<file path="src/rtl/counter_sequencer_pkg.sv">
// ============================================================================
// Module      : counter_sequencer_pkg
// Description : Shared sequencer state encoding and default datapath widths.
// Revision    : 1.0
// ============================================================================
`default_nettype none

package counter_sequencer_pkg;

  localparam int DEF_WIDTH    = 16;
  localparam int DEF_PS_WIDTH = 8;

  typedef enum logic [1:0] {
    IDLE = 2'd0,
    LOAD = 2'd1,
    RUN  = 2'd2,
    DONE = 2'd3
  } state_t;

endpackage

`default_nettype wire

</file>
<file path="src/rtl/seq_interval_counter.sv">
// ============================================================================
// Module      : seq_interval_counter
// Description : Prescaled modulo counter; flags the advance that wraps to zero.
// Revision    : 1.0
// ============================================================================
`default_nettype none

module seq_interval_counter
  import counter_sequencer_pkg::*;
#(
  parameter int WIDTH    = DEF_WIDTH,
  parameter int PS_WIDTH = DEF_PS_WIDTH
) (
  input  logic                clk,
  input  logic                nreset,
  input  logic                i_clear,
  input  logic                i_enable,
  input  logic [WIDTH-1:0]    i_terminal,
  input  logic [PS_WIDTH-1:0] i_ps_terminal,
  output logic [WIDTH-1:0]    o_count,
  output logic                o_wrap
);

  localparam logic [WIDTH-1:0]    c_CNT_ONE = WIDTH'(1);
  localparam logic [PS_WIDTH-1:0] c_PS_ONE  = PS_WIDTH'(1);

  logic [WIDTH-1:0]    r_count;
  logic [PS_WIDTH-1:0] r_ps;
  logic [WIDTH-1:0]    w_last_value;
  logic                w_ps_hit;
  logic                w_last;

  // Terminal of 0 makes the last value all-ones, i.e. a full 2^WIDTH cycle.
  assign w_last_value = i_terminal - c_CNT_ONE;
  assign w_ps_hit     = (r_ps == i_ps_terminal);
  assign w_last       = (r_count == w_last_value);
  assign o_wrap       = i_enable && w_ps_hit && w_last;
  assign o_count      = r_count;

  always_ff @(posedge clk or negedge nreset) begin
    if (!nreset) begin
      r_count <= '0;
      r_ps    <= '0;
    end else if (i_clear) begin
      r_count <= '0;
      r_ps    <= '0;
    end else if (i_enable) begin
      if (w_ps_hit) begin
        r_ps    <= '0;
        r_count <= w_last ? '0 : (r_count + c_CNT_ONE);
      end else begin
        r_ps <= r_ps + c_PS_ONE;
      end
    end
  end

endmodule

`default_nettype wire

</file>
<file path="src/rtl/counter_sequencer.sv">
// ============================================================================
// Module      : counter_sequencer
// Description : One-shot/periodic prescaled count sequencer with tick/done/err.
// Revision    : 1.0
// ============================================================================
`default_nettype none

module counter_sequencer
  import counter_sequencer_pkg::*;
#(
  parameter int WIDTH    = DEF_WIDTH,
  parameter int PS_WIDTH = DEF_PS_WIDTH
) (
  input  logic                clk,
  input  logic                nreset,
  input  logic                start,
  input  logic                stop,
  input  logic                periodic,
  input  logic [WIDTH-1:0]    period,
  input  logic [PS_WIDTH-1:0] prescale,
  output logic                busy,
  output logic [WIDTH-1:0]    count,
  output logic                tick,
  output logic                done,
  output logic                err
);

  state_t              r_state;
  state_t              w_next;
  logic [WIDTH-1:0]    r_period;
  logic [PS_WIDTH-1:0] r_prescale;
  logic                r_periodic;
  logic                r_tick;
  logic                r_done;
  logic                r_err;

  logic w_accept;
  logic w_tick;
  logic w_done;
  logic w_err;
  logic w_enable;
  logic w_clear;
  logic w_wrap;

  // Counting only continues in RUN when neither stop nor a restart is pending.
  assign w_enable = (r_state == RUN) && !stop && !start;
  assign w_clear  = !w_enable;

  seq_interval_counter #(
    .WIDTH    (WIDTH),
    .PS_WIDTH (PS_WIDTH)
  ) u_interval (
    .clk           (clk),
    .nreset        (nreset),
    .i_clear       (w_clear),
    .i_enable      (w_enable),
    .i_terminal    (r_period),
    .i_ps_terminal (r_prescale),
    .o_count       (count),
    .o_wrap        (w_wrap)
  );

  always_comb begin
    w_next   = r_state;
    w_accept = 1'b0;
    w_tick   = 1'b0;
    w_done   = 1'b0;
    w_err    = 1'b0;
    case (r_state)
      IDLE: begin
        if (start) begin
          if (period != '0) begin
            w_next   = LOAD;
            w_accept = 1'b1;
          end else begin
            w_err = 1'b1;
          end
        end
      end
      LOAD: w_next = stop ? IDLE : RUN;
      RUN: begin
        if (stop) begin
          w_next = IDLE;
        end else if (start) begin
          w_next   = LOAD;
          w_accept = 1'b1;
        end else if (w_wrap) begin
          w_tick = 1'b1;
          if (!r_periodic) begin
            w_next = DONE;
            w_done = 1'b1;
          end
        end
      end
      DONE:    w_next = IDLE;
      default: w_next = IDLE;
    endcase
  end

  always_ff @(posedge clk or negedge nreset) begin
    if (!nreset) begin
      r_state    <= IDLE;
      r_period   <= '0;
      r_prescale <= '0;
      r_periodic <= 1'b0;
      r_tick     <= 1'b0;
      r_done     <= 1'b0;
      r_err      <= 1'b0;
    end else begin
      r_state <= w_next;
      r_tick  <= w_tick;
      r_done  <= w_done;
      r_err   <= w_err;
      if (w_accept) begin
        r_period   <= period;
        r_prescale <= prescale;
        r_periodic <= periodic;
      end
    end
  end

  assign busy = (r_state == LOAD) || (r_state == RUN);
  assign tick = r_tick;
  assign done = r_done;
  assign err  = r_err;

endmodule

`default_nettype wire
</file>
<file path="config.mk">
export PLATFORM = sky130hd
export DESIGN_NAME = counter_sequencer
export DESIGN_NICKNAME = d
export VERILOG_FILES = /design/src/rtl/counter_sequencer_pkg.sv /design/src/rtl/seq_interval_counter.sv /design/src/rtl/counter_sequencer.sv
export SDC_FILE = /design/constraint.sdc
export NUM_CORES = 1
export LEC_CHECK = 0
export CAP_MARGIN = 20
export CORE_MARGIN = 4
export CORE_UTILIZATION = 47
export CTS_BUF_LIST = sky130_fd_sc_hd__clkbuf_4 sky130_fd_sc_hd__clkbuf_8
export CTS_CLUSTER_SIZE = 30
export DETAILED_ROUTE_END_ITERATION = 8
export GPL_TIMING_DRIVEN = 1
export MAX_ROUTING_LAYER = met4
export PLACE_DENSITY = 0.81
export SLEW_MARGIN = 20
export SYNTH_ARGS = -nofsm -noshare
export SYNTH_HDL_FRONTEND = slang
export SYNTH_HIERARCHICAL = 1
export SYNTH_SLANG_ARGS = --single-unit
</file>
<file path="constraint.sdc">
create_clock -name clk -period 3 [get_ports clk]
set_input_delay 0.3 -clock clk [delete_from_list [all_inputs] [get_ports clk]]
set_output_delay 0.3 -clock clk [all_outputs]
set_load 0.02 [all_outputs]
</file>
==> metrics.md, run 1 <==
| Metric | Value |
|---|---|
| Final core utilization | 62.1% |
| Initial Util | 48.9% |
| Final min period | 2.87 ns |
| Post-synth EDFFs | 0 |
| Mux cell area share after synthesis | 4.08% |
| Clock latency at the later pin of the worst-skew pair | 0.31 ns |
| Worst VDD drop | 0.657 mV |
| Post-synthesis net count | 368 |
| Avg Vias per Cell | 5.68 |
| Worst-path maximum fanout | 3 |
| Metal2 WL | 3920 um |
| Hold-fix buffers, CTS | 0 |
| Relative slew slack | 46.8% |
| Setup violators final | 0 |
| Achievable frequency | 349 MHz |
| First-pass GRT wire length | 13,600 um |
| Final Hold Viols | 0 |
| Final worst-path cycle share | 95.6% |
| H-tree depth | 2 |
| CTS tree | done |
| Least-Margin Pin Slew | 0.799 ns |
| Post-synth top area share | 40.4% |
| Layout Nets | 431 |
| Clock root cell | clkbuf_8 |
| Min-Delay Path Class | primary input to asynchronous set/reset pin |
| Syn_area_per_cell | 10.0 um2 |
| DIE WIDTH | 92.3 um |
| Wire per inst | 16.9 um |
| DRC viols | 0 |
| Share of cells above drive strength 1 | 18.7% |
| Crit path DAT | 3.11 ns |
| Syn Inst Count | 333 |
| Cell Area, Synth | 0.00334 mm2 |
| Area growth syn-to-layout | 26.9% |
| Clk sinks | 54 |
| Chip height | 92.3 um |
| Clk slew on worst S/H paths | 0.10 ns |
| Top_reg_cell synth | dfrtp_1 |
| Leakage | 1.64 nW |
| Power, Total | 3.07 mW |
| Ant diodes | 0 |
| Worst Skew | 0.0119 ns |
| Max-Cap Viols | 0 |
| Total Routing Usage GR | 20.4% |
| Cell Pwr Density | 724 mW/mm2 |
| Synth Warn # | 6 |
| Synth Area in Compound Gates | 13.9% |
| Required time of the critical path | 3.24 ns |
| 1st-iter DRT viols | 205 |
| Largest family of logic cells by synthesized area | simple AND/OR/NAND/NOR gates |
| GRT overflow | 0 |
| Port bufs | 48 |
| Largest net degree at the start of global routing | 36 |
| Row count | 30 |
| Die area | 0.00852 mm2 |
| Final WL | 8320 um |
| GP Congestion | 0.969 |
| Synthesized-area fraction occupied by adder cells | 2.25% |
| Io pins | 49 |
| Status | finished, final reports clean |
| Routed wl met3 | 414 um |
| Initial antenna violation count | 0 |
| Synth cell types | 64 |
| Hold slack | 0.0628 ns |
| Async S/R FF share, synth | 100% |
| Crit end category | flop |
| Worst setup SP type | flop |
| Post-synthesis register bit count | 54 |
| Num CTS Buffers | 5 |
| DR vias | 2,794 |
| Vias in the first global route | 2,721 |
| Core region area | 0.00683 mm2 |
| Final ANT Viol Nets | 0 |
| DP HPWL | 6350 um |
| Max Transition Viols Final | 0 |
| Post-Synth XOR/XNOR Area | 11.7% |
| Largest cells by area after synthesis | dfrtp_1 (40%), xnor2_1 (7.1%), a22o_1 (4.2%) |
| Synth area leader | dfrtp_1 |
| Most frequent cell after synthesis | dfrtp_1 |
| Post-Synth Simple-Gate Area | 24.0% |
| Register area share after synthesis | 40.4% |
| Post-CTS setup buffers | 0 |
| Fill cells | 584 |
| DRT Pass-1 Iters | 6 |
| Uppermost layer routed | met4 |
| Critical path class | flop to flop |
| Commonest cells post-synth | dfrtp_1 (54), xnor2_1 (27), nor2_1 (24) |
| CTS max path bufs | 2 |
| Wl on met1 | 3860 um |
[metal layers]
metal  up-vias  global-route usage [%]
met5         -                       -
met4         0                    5.82
met3        13                    3.17
met2        96                    31.5
met1      1350                    27.9
li1       1335                       -
[final cells by class]
class	instances	area [um2]	share of cell area, %
well taps	96	120	2.83
clock buffers	5	68.8	1.62
multi-input cells	255	1960	46.3
clock inverters	2	38.8	0.915
inverters	8	30.0	0.708
flip-flops and latches	54	1350	31.9
repair buffers	72	668	15.8
[state kept, by name, summed over array words and instances (netlist names)]
register / count
tick: 1
r_prescale: 8
done: 1
r_period: 16
u_interval/r_ps: 8
u_interval/o_count: 16
err: 1
r_state: 2
r_periodic: 1
[power breakdown]
part           switching, mW  internal (mW)  total [mW]  leakage (nW)
Sequential             0.137          0.907        1.04         0.706
Clock                  0.237          0.246       0.483        0.0542
Combinational          0.795          0.748        1.54         0.881
[per-stage QoR]
stage	cells	TNS [ns]	instance area [um2]	worst slack (ns)
after floorplan	333	0	3340	0.0345
after global placement	485	-0.0341	4040	-0.0214
after detailed placement	485	-0.152	4040	-0.0765
after CTS	492	0	4150	0.000374
after global routing	492	-0.0416	4240	-0.0229
final	492	0	4240	0.132
[worst max-delay path, stage by stage, from the launching register on]
cell,delay [ns]
dfrtp_1,0.39
or3_4,0.42
or3_4,0.40
or4_4,0.51
nand2_1,0.10
nand3_2,0.10
nor4b_4,0.32
nand2b_1,0.10
a21oi_2,0.17
a2bb2oi_2,0.17
o22a_1,0.14
[cell families (layout without fill, tap and decap cells)]
logic type                 Yosys count  after routing
xor gates and xnor gates            43             43
adders and majority gates            6              6
buffers and inverters               24             87
and+or+nand+nor                    140            140
AOI/OAI and AO/OA                   55             55
muxes                               11             11
DFF                                 54             54
[cells in the final DEF (no fill, tap or decap), types with 9 or more instances in the layout]
master	n
nand4_1	9
dfrtp_1	54
nand2_1	20
xnor2_1	27
xor2_1	15
nor3_1	10
a22o_1	16
buf_4	23
clkdlybuf4s50_1	47
nand3_1	11
nor2_1	24
nor2_2	10
[worst paths after layout]
path | from | endpoint | slack [ns] | cells past startpoint
max in group asynchronous | nreset | r_period[7]$_DFFE_PN0P_ | 2.17 | 2
setup / recovery | r_period[5]$_DFFE_PN0P_ | r_state[0]$_DFFE_PN0P_ | 0.13 | 10
hold reg to reg | r_periodic$_DFFE_PN0P_ | done$_DFF_PN0_ | 0.47 | 1
setup reg to reg | r_period[5]$_DFFE_PN0P_ | r_state[0]$_DFFE_PN0P_ | 0.13 | 10
min in group clk | r_periodic$_DFFE_PN0P_ | done$_DFF_PN0_ | 0.47 | 1
hold / removal | nreset | u_interval/o_count[9]$_DFFE_PN0P_ | 0.06 | 1
[timing repair]
item	4_1_cts	5_1_grt
hold endpoints to repair	0	0
gates resized for setup	1	16
pin swaps	0	6
setup endpoints to repair	2	2
No activity file was read; power rests on OpenSTA's default activity.
==> run 2, diff against run 1 <==
- CTS_CLUSTER_SIZE: 30 -> 8
- PLACE_DENSITY: 0.81 -> 0.82
- SYNTH_HIERARCHICAL: 1 -> not set
==> run 2 against run 1 <==
  * Final cell count fell by 8.3%
  * Area after synthesis fell by 4.8%
  * First-iteration DRC count rose by 6.8%
  * Largest power group is now sequential cells
  * Worst setup slack improved by 0.014 ns
  * Clock-buffer cell count did not move
  * Synthesized cell count fell by 4.2%
  * Maximum frequency rose by 0.48%
  * Global-route usage fell by 1.5 points
  * Non-clock buffer count fell by 15
  * Via count fell by 5.3%
  * Die area fell by 4.4%
==> metrics.md, run 2 <==
| Metric | Value |
|---|---|
| Status | finished, final reports clean |
| Commonest cells post-synth | dfrtp_1 (54), nor2_1 (31), nand2_1 (28) |
| Final min period | 2.85 ns |
| Syn_area_per_cell | 9.97 um2 |
| Final worst-path cycle share | 95.2% |
| Clock latency at the later pin of the worst-skew pair | 0.31 ns |
| DRT Pass-1 Iters | 4 |
| Largest net degree at the start of global routing | 33 |
| Post-synthesis net count | 354 |
| Synth area leader | dfrtp_1 |
| Clk slew on worst S/H paths | 0.10 ns |
| GR Util met1 | 23.3% |
| Max-Cap Viols | 0 |
| Clock root cell | clkbuf_8 |
| Layout Nets | 409 |
| Die area | 0.00815 mm2 |
| Max Transition Viols Final | 0 |
| Wire per inst | 16.3 um |
| Slowest-stage cell, CP | or4_1 |
| Synth Warn # | 0 |
| Share of cells above drive strength 1 | 14.4% |
| Fin area | 0.00390 mm2 |
| Post-synth EDFFs | 0 |
| Register area share after synthesis | 42.5% |
| Final WL | 7370 um |
| Relative slew slack | 49.8% |
| 1st-iter DRT viols | 219 |
| Pre-CTS setup slack | 0.00514 ns |
| Placed Cells | 443 |
| Seq pwr share | 45.4% |
| Crit end category | flop |
| Final Hold Viols | 0 |
| DRC viols | 0 |
| Power share of the combinational group | 39.1% |
| Required time of the critical path | 3.21 ns |
| M2 GR Usage | 31.9% |
| Hold-fix buffers, CTS | 0 |
| DR vias | 2,645 |
| Leakage | 1.48 nW |
| GP Congestion | 0.911 |
| Area growth syn-to-layout | 22.6% |
| CP max stage delay | 0.50 ns |
| Final worst slack | 0.145 ns |
| GRT overflow | 0 |
| Initial Util | 49.2% |
| Post-synth top area share | 42.5% |
| Fill cells | 535 |
| Switch share | 37.1% |
| Setup violators final | 0 |
| Least-Margin Pin Slew | 0.754 ns |
| Crit-path leading delay family | simple AND/OR/NAND/NOR gates |
| Clk sinks | 54 |
| Worst-path maximum fanout | 6 |
| Commonest non-fill, non-tap cell in the layout | dfrtp_1 |
| Achievable frequency | 350 MHz |
| Worst VDD drop | 0.427 mV |
| Largest cells by area after synthesis | dfrtp_1 (42%), mux2_2 (8.9%), xnor2_1 (6.3%) |
| Post-synthesis register bit count | 54 |
| Register Area | 0.00135 mm2 |
| Avg Vias per Cell | 5.86 |
| Synth cell types | 47 |
| Row count | 29 |
| Port bufs | 48 |
| Cell Area, Synth | 0.00318 mm2 |
| Crit-path cells | inv_1, ha_2, nor3b_4, nand3_1, or3_4, a2111oi_4, o211ai_4, or4_1, o211ai_1 |
| Most frequent cells in the layout | dfrtp_1 (53), clkdlybuf4s50_1 (47), nor2_1 (30) |
| Layer with the highest usage | met2 |
| Total Routing Usage GR | 18.9% |
| Met3 Usage GRT | 3.50% |
| Initial antenna violation count | 0 |
| Ant diodes | 0 |
| CTS tree | done |
| H-tree depth | 2 |
| Setup TNS | 0 ns |
| Most frequent cell after synthesis | dfrtp_1 |
| Int Pwr | 1.61 mW |
| Final std cells w/o fill | 451 |
| Critical path class | flop to flop |
| Top_reg_cell synth | dfrtp_1 |
| Worst setup SP type | flop |
| Min-Delay Path Class | primary input to asynchronous set/reset pin |
| Crit path DAT | 3.07 ns |
| Syn Inst Count | 319 |
| Multi-input gate area | 0.00178 mm2 |
| Io pins | 49 |
| Final ANT Viol Nets | 0 |
| CTS max path bufs | 2 |
| Core region area | 0.00646 mm2 |
| First-pass GRT wire length | 12,500 um |
| Worst Skew | 0.0152 ns |
| Clock share of power | 15.5% |
| Cell Pwr Density | 655 mW/mm2 |
| Sw Pwr | 948 uW |
| Vias in the first global route | 2,677 |
| Critical path buffers and inverters | 1 |
| Num CTS Buffers | 5 |
| DP HPWL | 5620 um |
| Async S/R FF share, synth | 100% |
| Chip height | 90.3 um |
| Dpl cell area | 0.00378 mm2 |
| DIE WIDTH | 90.3 um |
==> run 2: cell types whose count changed in the layout (fill, tap and decap cells not counted), sizes merged, moves of 3 or more <==
cell / previous run / this run
a22o: 16 / 0
mux2: 9 / 25
buf: 25 / 10
o211ai: 2 / 17
nand2: 20 / 28
and3: 4 / 9
or3: 8 / 4
xnor2: 27 / 23
a211oi: 3 / 6
nand3: 13 / 16
nor2: 34 / 31
nor3: 10 / 7
==> run 2: routing by layer <==
metal  routed length [um]  vias to the layer above  part of all wire, %
met5                    0                        -                    0
met4                   85                        0                  1.2
met3                  403                       10                  5.5
met2                 3780                       89                   51
met1                 3100                     1283                   42
li1                     -                     1263                    -
==> run 2: layout make-up <==
cell class              count  area share [%]
multi-input cells         247            45.6
flip-flops and latches     54            34.7
repair buffers             57            14.2
well taps                  77            2.47
clock buffers               5            1.76
inverters                   9           0.866
clock inverters             2           0.385
==> run 2: worst reg2reg max path: stages (launching register included) <==
cell and delay (ns):
dfrtp_2 0.46, inv_1 0.08, ha_2 0.22, nor3b_4 0.26, nand3_1 0.14, or3_4 0.42, a2111oi_4 0.37, o211ai_4 0.15
or4_1 0.50, o211ai_1 0.18
==> run 2: logic make-up after synthesis <==
kind of cell               Yosys count  synth area share, %
AOI/OAI and AO/OA                   50                 12.5
muxes                               27                 9.48
buffers and inverters               18                 2.40
xor gates and xnor gates            36                 9.91
DFF                                 54                 42.5
adders and majority gates            6                 2.36
and+or+nand+nor                    128                 20.9
==> run 2: metrics by stage <==
stage	utilization, %	power (mW)	hold WS (ns)
global placement	58.6	2.09	0.394
floorplan	-	1.87	0.00441
detailed placement	58.6	2.14	0.412
finish	60.4	2.55	0.0531
global route	60.4	2.73	0.106
CTS	59.9	2.53	0.0777
==> run 2: final timing paths <==
| check | start | end | slack [ns] | cells past startpoint |
|---|---|---|---|---|
| setup / recovery | r_period[0]$_DFFE_PN0P_ | r_state[1]$_DFFE_PN0P_ | 0.15 | 9 |
| hold / removal | nreset | r_period[1]$_DFFE_PN0P_ | 0.05 | 1 |
| setup reg to reg | r_period[0]$_DFFE_PN0P_ | r_state[1]$_DFFE_PN0P_ | 0.15 | 9 |
| hold reg to reg | r_periodic$_DFFE_PN0P_ | done$_DFF_PN0_ | 0.50 | 1 |
| max in group asynchronous | nreset | u_interval.o_count[14]$_DFFE_PN0P_ | 2.15 | 2 |
| min in group clk | r_periodic$_DFFE_PN0P_ | done$_DFF_PN0_ | 0.50 | 1 |
==> run 2: power by group through the flow <==
stage	combinational, mW	clock [mW]	sequential (mW)
2_1_floorplan	0.793	0	1.08
3_3_place_gp	0.930	0	1.16
3_5_place_dp	0.974	0	1.17
4_1_cts	0.980	0.403	1.15
5_1_grt	1.10	0.434	1.19
6_report	0.999	0.395	1.16
==> run 2: what timing repair did <==
action / 4_1_cts / 5_1_grt
setup endpoints to repair: 0 / 18
setup buffers: 0 / 1
hold endpoints to repair: 0 / 0
resized for setup: 0 / 7
